--- src/rtl/monkey_hit_detector_pkg.sv ---
// -----------------------------------------------------------------------------
// monkey_hit_detector_pkg
// Shared definitions for the monkey hit detector:
//   - state_e      : frame FSM states (IDLE, ARMED, RUN)
//   - EDGE_*       : bit positions inside the 4-bit edge-hit code
//   - DEF_*        : default geometry / hysteresis parameters
//   - sat_inc16    : saturating 16-bit increment used by the pixel counter
// -----------------------------------------------------------------------------
package monkey_hit_detector_pkg;

    typedef enum logic [1:0] {
        ST_IDLE  = 2'd0,
        ST_ARMED = 2'd1,
        ST_RUN   = 2'd2
    } state_e;

    // Edge code bit positions
    localparam int EDGE_TOP    = 0;
    localparam int EDGE_RIGHT  = 1;
    localparam int EDGE_BOTTOM = 2;
    localparam int EDGE_LEFT   = 3;
    localparam int EDGE_COUNT  = 4;

    // Default parameters
    localparam int DEF_OBJECT_WIDTH   = 64;
    localparam int DEF_OBJECT_HEIGHT  = 64;
    localparam int DEF_EDGE_MARGIN    = 4;
    localparam int DEF_FOOT_ROWS      = 4;
    localparam int DEF_RELEASE_FRAMES = 2;

    localparam int OFFSET_WIDTH = 11;
    localparam int COUNT_WIDTH  = 16;

    localparam logic [COUNT_WIDTH-1:0] COUNT_MAX = 16'hFFFF;

    // Increment that sticks at all-ones instead of wrapping.
    function automatic logic [COUNT_WIDTH-1:0] sat_inc16(input logic [COUNT_WIDTH-1:0] value);
        return (value == COUNT_MAX) ? value : value + 16'd1;
    endfunction

endpackage

--- src/rtl/monkey_hit_detector_hit_edge_classify.sv ---
// -----------------------------------------------------------------------------
// hit_edge_classify
// Purely combinational classifier: turns the sprite-relative pixel offsets of
// a block hit into an edge mask and a foot flag. Outputs are forced to zero
// when hit is low, so offsets are don't-care outside of hits. Offsets outside
// the sprite are still classified by plain unsigned compares.
// Ports:
//   hit       in   pixel is a monkey/block overlap
//   offset_x  in   11-bit unsigned X offset inside the sprite
//   offset_y  in   11-bit unsigned Y offset inside the sprite
//   edge_mask out  [0]=top [1]=right [2]=bottom [3]=left
//   foot      out  pixel lies in the bottom FOOT_ROWS rows
// -----------------------------------------------------------------------------
module hit_edge_classify
    import monkey_hit_detector_pkg::*;
#(
    parameter int OBJECT_WIDTH  = DEF_OBJECT_WIDTH,
    parameter int OBJECT_HEIGHT = DEF_OBJECT_HEIGHT,
    parameter int EDGE_MARGIN   = DEF_EDGE_MARGIN,
    parameter int FOOT_ROWS     = DEF_FOOT_ROWS
) (
    input  logic                    hit,
    input  logic [OFFSET_WIDTH-1:0] offset_x,
    input  logic [OFFSET_WIDTH-1:0] offset_y,
    output logic [EDGE_COUNT-1:0]   edge_mask,
    output logic                    foot
);

    localparam logic [OFFSET_WIDTH-1:0] TOP_LIMIT    = OFFSET_WIDTH'(EDGE_MARGIN);
    localparam logic [OFFSET_WIDTH-1:0] LEFT_LIMIT   = OFFSET_WIDTH'(EDGE_MARGIN);
    localparam logic [OFFSET_WIDTH-1:0] BOTTOM_LIMIT = OFFSET_WIDTH'(OBJECT_HEIGHT - EDGE_MARGIN);
    localparam logic [OFFSET_WIDTH-1:0] RIGHT_LIMIT  = OFFSET_WIDTH'(OBJECT_WIDTH - EDGE_MARGIN);
    localparam logic [OFFSET_WIDTH-1:0] FOOT_LIMIT   = OFFSET_WIDTH'(OBJECT_HEIGHT - FOOT_ROWS);

    always_comb begin
        edge_mask              = '0;
        edge_mask[EDGE_TOP]    = hit && (offset_y <  TOP_LIMIT);
        edge_mask[EDGE_RIGHT]  = hit && (offset_x >= RIGHT_LIMIT);
        edge_mask[EDGE_BOTTOM] = hit && (offset_y >= BOTTOM_LIMIT);
        edge_mask[EDGE_LEFT]   = hit && (offset_x <  LEFT_LIMIT);
        foot                   = hit && (offset_y >= FOOT_LIMIT);
    end

endmodule

--- src/rtl/monkey_hit_detector.sv ---
// -----------------------------------------------------------------------------
// monkey_hit_detector
// Accumulates monkey/block and monkey/rope overlaps over one video frame and
// publishes a per-frame summary at each startOfFrame. onBlock follows the foot
// contact with a release hysteresis of RELEASE_FRAMES footless frames.
// Ports:
//   clk           in   system clock
//   reset         in   asynchronous, active-high
//   startOfFrame  in   one-clk pulse per frame
//   monkeyDR      in   monkey sprite drawing request
//   blockDR       in   block drawing request
//   ropeDR        in   rope drawing request
//   offsetX/Y     in   11-bit pixel offsets inside the monkey sprite
//   collision     out  any monkey/block overlap last frame
//   onBlock       out  feet on block with release hysteresis
//   onRope        out  monkey/rope overlap last frame
//   HitEdgeCode   out  [0]=top [1]=right [2]=bottom [3]=left, last frame
//   hitPixelCount out  saturating overlap pixel count, last frame
// -----------------------------------------------------------------------------
module monkey_hit_detector
    import monkey_hit_detector_pkg::*;
#(
    parameter int OBJECT_WIDTH   = DEF_OBJECT_WIDTH,
    parameter int OBJECT_HEIGHT  = DEF_OBJECT_HEIGHT,
    parameter int EDGE_MARGIN    = DEF_EDGE_MARGIN,
    parameter int FOOT_ROWS      = DEF_FOOT_ROWS,
    parameter int RELEASE_FRAMES = DEF_RELEASE_FRAMES
) (
    input  logic                    clk,
    input  logic                    reset,
    input  logic                    startOfFrame,
    input  logic                    monkeyDR,
    input  logic                    blockDR,
    input  logic                    ropeDR,
    input  logic [OFFSET_WIDTH-1:0] offsetX,
    input  logic [OFFSET_WIDTH-1:0] offsetY,
    output logic                    collision,
    output logic                    onBlock,
    output logic                    onRope,
    output logic [EDGE_COUNT-1:0]   HitEdgeCode,
    output logic [COUNT_WIDTH-1:0]  hitPixelCount
);

    localparam logic [1:0] IDLE  = ST_IDLE;
    localparam logic [1:0] ARMED = ST_ARMED;
    localparam logic [1:0] RUN   = ST_RUN;

    // Release counter only needs to reach RELEASE_FRAMES; +2 keeps width >= 1.
    localparam int                  REL_WIDTH = $clog2(RELEASE_FRAMES + 2);
    localparam logic [REL_WIDTH-1:0] REL_LIMIT = REL_WIDTH'(RELEASE_FRAMES);

    logic                   block_hit;
    logic                   rope_hit;
    logic [EDGE_COUNT-1:0]  pixel_edges;
    logic                   pixel_foot;

    logic [1:0]             state_reg;
    logic [EDGE_COUNT-1:0]  edge_acc_reg;
    logic                   foot_acc_reg;
    logic                   rope_acc_reg;
    logic                   coll_acc_reg;
    logic [COUNT_WIDTH-1:0] count_acc_reg;
    logic [REL_WIDTH-1:0]   release_cnt_reg;
    logic [REL_WIDTH-1:0]   release_cnt_next;

    logic                   collision_reg;
    logic                   on_block_reg;
    logic                   on_rope_reg;
    logic [EDGE_COUNT-1:0]  edge_code_reg;
    logic [COUNT_WIDTH-1:0] pixel_count_reg;

    assign block_hit = monkeyDR && blockDR;
    assign rope_hit  = monkeyDR && ropeDR;

    hit_edge_classify #(
        .OBJECT_WIDTH  (OBJECT_WIDTH),
        .OBJECT_HEIGHT (OBJECT_HEIGHT),
        .EDGE_MARGIN   (EDGE_MARGIN),
        .FOOT_ROWS     (FOOT_ROWS)
    ) u_classify (
        .hit       (block_hit),
        .offset_x  (offsetX),
        .offset_y  (offsetY),
        .edge_mask (pixel_edges),
        .foot      (pixel_foot)
    );

    // Footless-frame count after this publish, sticking at the limit.
    assign release_cnt_next = (release_cnt_reg >= REL_LIMIT) ? release_cnt_reg
                                                             : release_cnt_reg + REL_WIDTH'(1);

    always_ff @(posedge clk or posedge reset) begin
        if (reset) begin
            state_reg       <= IDLE;
            edge_acc_reg    <= '0;
            foot_acc_reg    <= 1'b0;
            rope_acc_reg    <= 1'b0;
            coll_acc_reg    <= 1'b0;
            count_acc_reg   <= '0;
            release_cnt_reg <= '0;
            collision_reg   <= 1'b0;
            on_block_reg    <= 1'b0;
            on_rope_reg     <= 1'b0;
            edge_code_reg   <= '0;
            pixel_count_reg <= '0;
        end else begin
            case (state_reg)
                IDLE: begin
                    if (startOfFrame) begin
                        // The SOF pixel is the first pixel of the ARMED frame.
                        state_reg     <= ARMED;
                        edge_acc_reg  <= pixel_edges;
                        foot_acc_reg  <= pixel_foot;
                        rope_acc_reg  <= rope_hit;
                        coll_acc_reg  <= block_hit;
                        count_acc_reg <= {{(COUNT_WIDTH-1){1'b0}}, block_hit};
                    end else begin
                        edge_acc_reg  <= '0;
                        foot_acc_reg  <= 1'b0;
                        rope_acc_reg  <= 1'b0;
                        coll_acc_reg  <= 1'b0;
                        count_acc_reg <= '0;
                    end
                end
                ARMED, RUN: begin
                    if (startOfFrame) begin
                        state_reg       <= RUN;
                        // Publish the finished frame; the SOF pixel is excluded.
                        collision_reg   <= coll_acc_reg;
                        on_rope_reg     <= rope_acc_reg;
                        edge_code_reg   <= edge_acc_reg;
                        pixel_count_reg <= count_acc_reg;
                        if (foot_acc_reg) begin
                            on_block_reg    <= 1'b1;
                            release_cnt_reg <= '0;
                        end else begin
                            release_cnt_reg <= release_cnt_next;
                            if (release_cnt_next >= REL_LIMIT) begin
                                on_block_reg <= 1'b0;
                            end
                        end
                        // Start the new frame with this pixel's contribution.
                        edge_acc_reg  <= pixel_edges;
                        foot_acc_reg  <= pixel_foot;
                        rope_acc_reg  <= rope_hit;
                        coll_acc_reg  <= block_hit;
                        count_acc_reg <= {{(COUNT_WIDTH-1){1'b0}}, block_hit};
                    end else begin
                        edge_acc_reg <= edge_acc_reg | pixel_edges;
                        foot_acc_reg <= foot_acc_reg | pixel_foot;
                        rope_acc_reg <= rope_acc_reg | rope_hit;
                        coll_acc_reg <= coll_acc_reg | block_hit;
                        if (block_hit) begin
                            count_acc_reg <= sat_inc16(count_acc_reg);
                        end
                    end
                end
                default: begin
                    state_reg <= IDLE;
                end
            endcase
        end
    end

    assign collision     = collision_reg;
    assign onBlock       = on_block_reg;
    assign onRope        = on_rope_reg;
    assign HitEdgeCode   = edge_code_reg;
    assign hitPixelCount = pixel_count_reg;

endmodule

--- config.mk ---
export PLATFORM = sky130hd
export DESIGN_NAME = monkey_hit_detector
export DESIGN_NICKNAME = d
export VERILOG_FILES = /design/src/rtl/monkey_hit_detector_pkg.sv /design/src/rtl/monkey_hit_detector_hit_edge_classify.sv /design/src/rtl/monkey_hit_detector.sv
export SDC_FILE = /design/constraint.sdc
export NUM_CORES = 1
export LEC_CHECK = 0
export ABC_CLOCK_PERIOD_IN_PS = 2600
export CORE_ASPECT_RATIO = 0.6
export CORE_MARGIN = 5
export CORE_UTILIZATION = 46
export CTS_CLUSTER_DIAMETER = 80
export CTS_CLUSTER_SIZE = 14
export DETAILED_ROUTE_END_ITERATION = 8
export GPL_TIMING_DRIVEN = 0
export PLACE_DENSITY = 0.73
export SYNTH_ARGS = -nofsm -noshare
export SYNTH_HDL_FRONTEND = slang
export SYNTH_SLANG_ARGS = --single-unit
--- constraint.sdc ---
create_clock -name clk -period 2.6 [get_ports clk]
set_input_delay 0.78 -clock clk [delete_from_list [all_inputs] [get_ports clk]]
set_output_delay 0.78 -clock clk [all_outputs]
set_load 0.05 [all_outputs]
* After elaboration in Yosys (flattened, before gate mapping) *
Cells that the tools add are included.
Widths: inputs -> output; s select.

storage, ports and cells
  logic and storage cells = 69
  bits of input ports = 28
  flip-flop bits (word level) = 50
  output and inout port bits = 23

operators by class
  equal/unequal tests = 7
  muxes and demuxes = 24
  $lt $le $gt $ge = 6
  add/sub/neg operators = 2
  reductions and logical operators = 14
  bitwise operators = 4

operators by type and width
  operator               number
  $mux 16                3
  $pmux 16 s2            1
  $ge 11x6->1 const B    2
  $lt 11x3->1 const B    2
  $add 16x1->16 const B  1
  $eq 16x16->1 const B   1
  $mux 1                 9
  $mux 2                 4
  $mux 4                 2
  $pmux 4 s2             1
  $logic_and 1x1->1      6
  $ne 3x3->1 const B     2
  $pmux 1 s2             3
  $reduce_and 3->1       2
  $ge 2x2->1 const B     2
  $ne 2x2->1 const B     2
  $or 4x4->4             1
  $pmux 2 s2             1
  $reduce_and 2->1       2
  $reduce_bool 2->1      2
  $or 1x1->1             3
  $add 2x1->2 const B    1
  $eq 2x1->1 const B     1
  $eq 2x2->1 const B     1
  other kinds (2)        2

* Depth between registers and ports, before layout *
  word-level depth = 5
  gate-level depth with buffers = 10
  mapped depth without buffers = 6

* Cells and area by module *
Synthesis repeated with hierarchy kept, for this count alone.

second synthesis, totals
  cell total of the unflattened synthesis = 255
  area, all modules = 2650.0 µm²

modules (own cells, without submodules)
  module               seq. area each (µm²)  instances  area an instance (µm²)  cells an instance
  monkey_hit_detector  1251.2                1          2562.5                  241
  hit_edge_classify    0.0                   1          87.6                    14

* Worst setup path before layout *
Ideal clock, no wire load.

  path kind = input to register
  start point = input offsetY[8]
  end point = register edge_acc_reg[0]
  slack = 0.464 ns
  arrival = 2.073 ns
  setup time = 0.063 ns
  required time = 2.537 ns
  path buffers = 0
  stages = 4
  path through = or4_1 or4_1 a21oi_1 o22a_2

between the ends
  cells in the longest elaborated chain, start to end = 5
  elaborated cells between the ends (all ways) = 6
  those cells by class = order compare (1); mux (3); bitwise (1); reduce/logical (1)

RTL lines
  element                line                                         text
  from (decl)            monkey_hit_detector.sv:36                    input logic [OFFSET_WIDTH-1:0] offsetY,
  $lt 11x3->1 (*)        monkey_hit_detector_hit_edge_classify.sv:37  edge_mask[EDGE_TOP] = hit && (offset_y < TOP_LIMIT);
  $logic_and 1x1->1 (*)  monkey_hit_detector_hit_edge_classify.sv:37
  $or 4x4->4             monkey_hit_detector.sv:149                   edge_acc_reg <= edge_acc_reg | pixel_edges;
  $mux 4                 monkey_hit_detector.sv:126                   if (startOfFrame) begin
  $pmux 4 s2 (*)         monkey_hit_detector.sv:107                   case (state_reg)
  to (signal assigned)   monkey_hit_detector.sv:112                   edge_acc_reg <= pixel_edges;
  to (signal assigned)   monkey_hit_detector.sv:143                   edge_acc_reg <= pixel_edges;
  to (signal assigned)   monkey_hit_detector.sv:149
  to (decl)              monkey_hit_detector.sv:58                    logic [EDGE_COUNT-1:0] edge_acc_reg;

Mark *: on every way between the ends. The rest lies on a longest branch, timed or not.
A chain may end at the register's enable or synchronous reset.

* Worst setup path in the final report *
  start point = input startOfFrame
  end point = register count_acc_reg[11]

between the ends
  cells in the longest elaborated chain, start to end = 2
  elaborated cells between the ends (all ways) = 5
  those cells by class = eq/ne (2); mux (2); reduce/logical (1)

RTL lines
  element                                                           line                        text
  from (decl)                                                       monkey_hit_detector.sv:31   input logic startOfFrame,
  $ne 3x3->1 (no source line) or $mux 16 (tied branches)            n/a
  $reduce_and 3->1 (no source line) or $pmux 16 s2 (tied branches)  n/a
  to (signal assigned)                                              monkey_hit_detector.sv:116  count_acc_reg <= {{(COUNT_WIDTH-1){1'b0}}, block_hit};
  to (signal assigned)                                              monkey_hit_detector.sv:147  count_acc_reg <= {{(COUNT_WIDTH-1){1'b0}}, block_hit};
  to (signal assigned)                                              monkey_hit_detector.sv:154  count_acc_reg <= sat_inc16(count_acc_reg);
  to (decl)                                                         monkey_hit_detector.sv:62   logic [COUNT_WIDTH-1:0] count_acc_reg;

Parallel ways exist; a longest one is shown, timed or not.

==> impl_metrics.ini <==
[run_status]
status = completed

[final_layout]
multi_input_area_um2 = 1100
design_area_um2 = 3130
nNetsFinal = 322
fin_util_pct = 61.1
final_cells = 355
nFillCells = 434
regArea_um2 = 1250
antenna_cells = 0
post_route_cells_drive_above_1_share_pct = 12.8
final_cell_mix = 50 x dfrtp_1, 46 x clkdlybuf4s50_1, 26 x nand2_1, 17 x mux2_2, 13 x inv_1
layout_commonest_cell = dfrtp_1
area_growth_pct = 27.2

[synthesis]
synth_warnings = 0
ys_async_sr_fraction_pct = 100
synth_top_cell_by_area = dfrtp_1
synth_compound_area_share_pct = 13.4
yosys-mux-area-fraction_pct = 11.4
synthXorXnorAreaFrac_pct = 0
synth_ff_type = dfrtp_1
synth_edf_count = 0
synth_top_family_by_area = simple AND/OR/NAND/NOR gates
synth-adder-area-share_pct = 3.05
synthSimpleGateAreaFrac_pct = 17.0
seq_area_frac_synth_pct = 50.8
netlist_area_um2 = 2460
synth_top_area_share_pct = 50.8
syn-instance-count = 234
synth_area_leaders = dfrtp_1 51%, mux2_2 7.8%, nand2_1 4.0%, mux2i_1 3.7%, ha_1 3.0%
synth_seq_cells = 50
syn_area_per_cell_um2 = 10.5
yosysUniqueCellTypes = 42
syn_nets = 268

[sta]
fmax_ghz = 0.423
worst_slew_pin_slew_ns = 0.601
final_hold_viol_count = 0
fin_crit_sh_pct = 90.9
slew_headroom_pct = 60.0
drv_slew = 0
setup_tns_ns = 0
fin_hold_ws_ns = 0.482
setup_violations = 0
fin_crit_ns = 2.36
fin_ws_ns = 0.237
rsz0062_at_grt = no
fin_worst_skew_ns = 0.00975

[clocking]
cts_tree = built
htreeDepth = 2
cts_hold_buf = 0
clock-sinks = 50
cts.repair.resized = 0
clock_path_buffers = 2
cts_buffers = 5
clk_latency_ns = 0.31
clk_pin_slew_ns = 0.08
cts-root-buf = clkbuf_8
post_cts_buffers = 0

[routing]
drcViolationCount = 0
wl_per_cell_um = 16.1
route.final.wire_length_mm = 5.73
drtIter0Drc = 122
top_layer = met4
route.met2.wl_mm = 2.36
ant_nets = 0
m1WireLength_mm = 2.82
vias = 2013
firstDrtPassIters = 4
wl_met3_um = 481
vias_per_cell = 5.67

[grt]
grt_pass1_vias = 2015
grt_usage_pct = 17.6
grt_pass1_wl_mm = 9.87
grt-ovfl-total = 0
antenna_found_initial = 0
grt_max_degree = 27

[critical_path]
cp_data_arrival_time_ns = 2.59
critPathLaunchType = input pin
required_ns = 2.83
end_kind = flop
crit_start = startOfFrame
worstSetupPathType = in -> reg
crit_path_max_fanout = 10
r2r-start = state_reg[0]$_DFFE_PP0P_

[floorplan]
initial_core_util_pct = 48.0
rows = 20
io_pins = 51
core_um2 = 5130
die-area_um2 = 6970
fp.dieH_um = 66.7
dieWidth_um = 104

[placed_design]
place_area_um2 = 3030
gp_congestion = 0.843
dp_cells = 347
hpwl_mm = 4.23
dp_slack_ns = -0.0708
port_buffers = 46

[worst_hold_path]
min_from = release_cnt_reg[0]$_DFFE_PP0P_
holdCritPathClass = reg -> reg

[pwr]
p_leak_nw = 1.35
p_total_mw = 2.54
ir_worst_vdd_mv = 0.301
pwr_density_cell_nw_per_um2 = 810

[run]
cap_violations = 0
Yosys cell counts, types with 2 or more instances:
library cell / number
dfrtp_1: 50
nand2_1: 26
mux2_2: 17
inv_1: 14
a21oi_1: 11
o21ai_0: 11
mux2i_1: 9
or4_1: 9
nand2b_1: 8
nor2_1: 7
a211oi_1: 6
ha_1: 6
nand4_1: 6
nor4_1: 6
buf_2: 5
o31ai_1: 5
nand3_1: 4
a21o_1: 3
buf_1: 3
clkbuf_1: 3
nor3_1: 3
o22a_2: 2
where the power goes:
| group | internal [mW] | leakage (nW) | total, mW | switching (mW) |
|---|---|---|---|---|
| clock network | 0.288 | 0.0524 | 0.539 | 0.251 |
| logic | 0.364 | 0.617 | 1.02 | 0.660 |
| registers | 0.900 | 0.681 | 0.973 | 0.0732 |
| total | 1.55 | 1.35 | 2.54 | 0.984 |
metal layers:
metal	track usage [%]	up-vias
met1	26.0	974
li1	-	955
met4	3.88	0
met5	0	-
met3	5.13	8
met2	25.5	76
worst max-delay path, cell delays in order:
cell and delay, ns:
clkdlybuf4s50_1 0.41, nand2b_1 0.14, buf_2 0.18, nand2_1 0.13
buf_2 0.26, buf_1 0.45, nand2_1 0.11, mux2i_1 0.13
logic make-up after synthesis:
family / after synthesis
AOI/OAI and AO/OA: 49
adders and majority gates: 6
buffers and inverters: 26
DFF: 50
muxes: 26
and+or+nand+nor: 77
cell type report:
class | instances | share of cell area [%]
flip-flops and latches | 50 | 39.9
well taps | 66 | 2.64
repair buffers | 47 | 15.3
inverters | 14 | 1.68
multi-input cells | 158 | 35.3
clock inverters | 1 | 0.958
clock buffers | 7 | 2.44
plain buffers | 12 | 1.76
final timing paths:
check                                            endpoint  slack, ns  depth (start not counted)
max                         count_acc_reg[11]$_DFFE_PP0P_       0.24                          8
min                        release_cnt_reg[0]$_DFFE_PP0P_       0.48                          2
max reg2reg                 count_acc_reg[11]$_DFFE_PP0P_       0.28                         10
min reg2reg                release_cnt_reg[0]$_DFFE_PP0P_       0.48                          2
max in group asynchronous   hitPixelCount[12]$_DFFE_PP0P_       1.24                          3
min in group asynchronous    count_acc_reg[3]$_DFFE_PP0P_       0.84                          2
No activity file was read; power rests on OpenSTA's default activity.
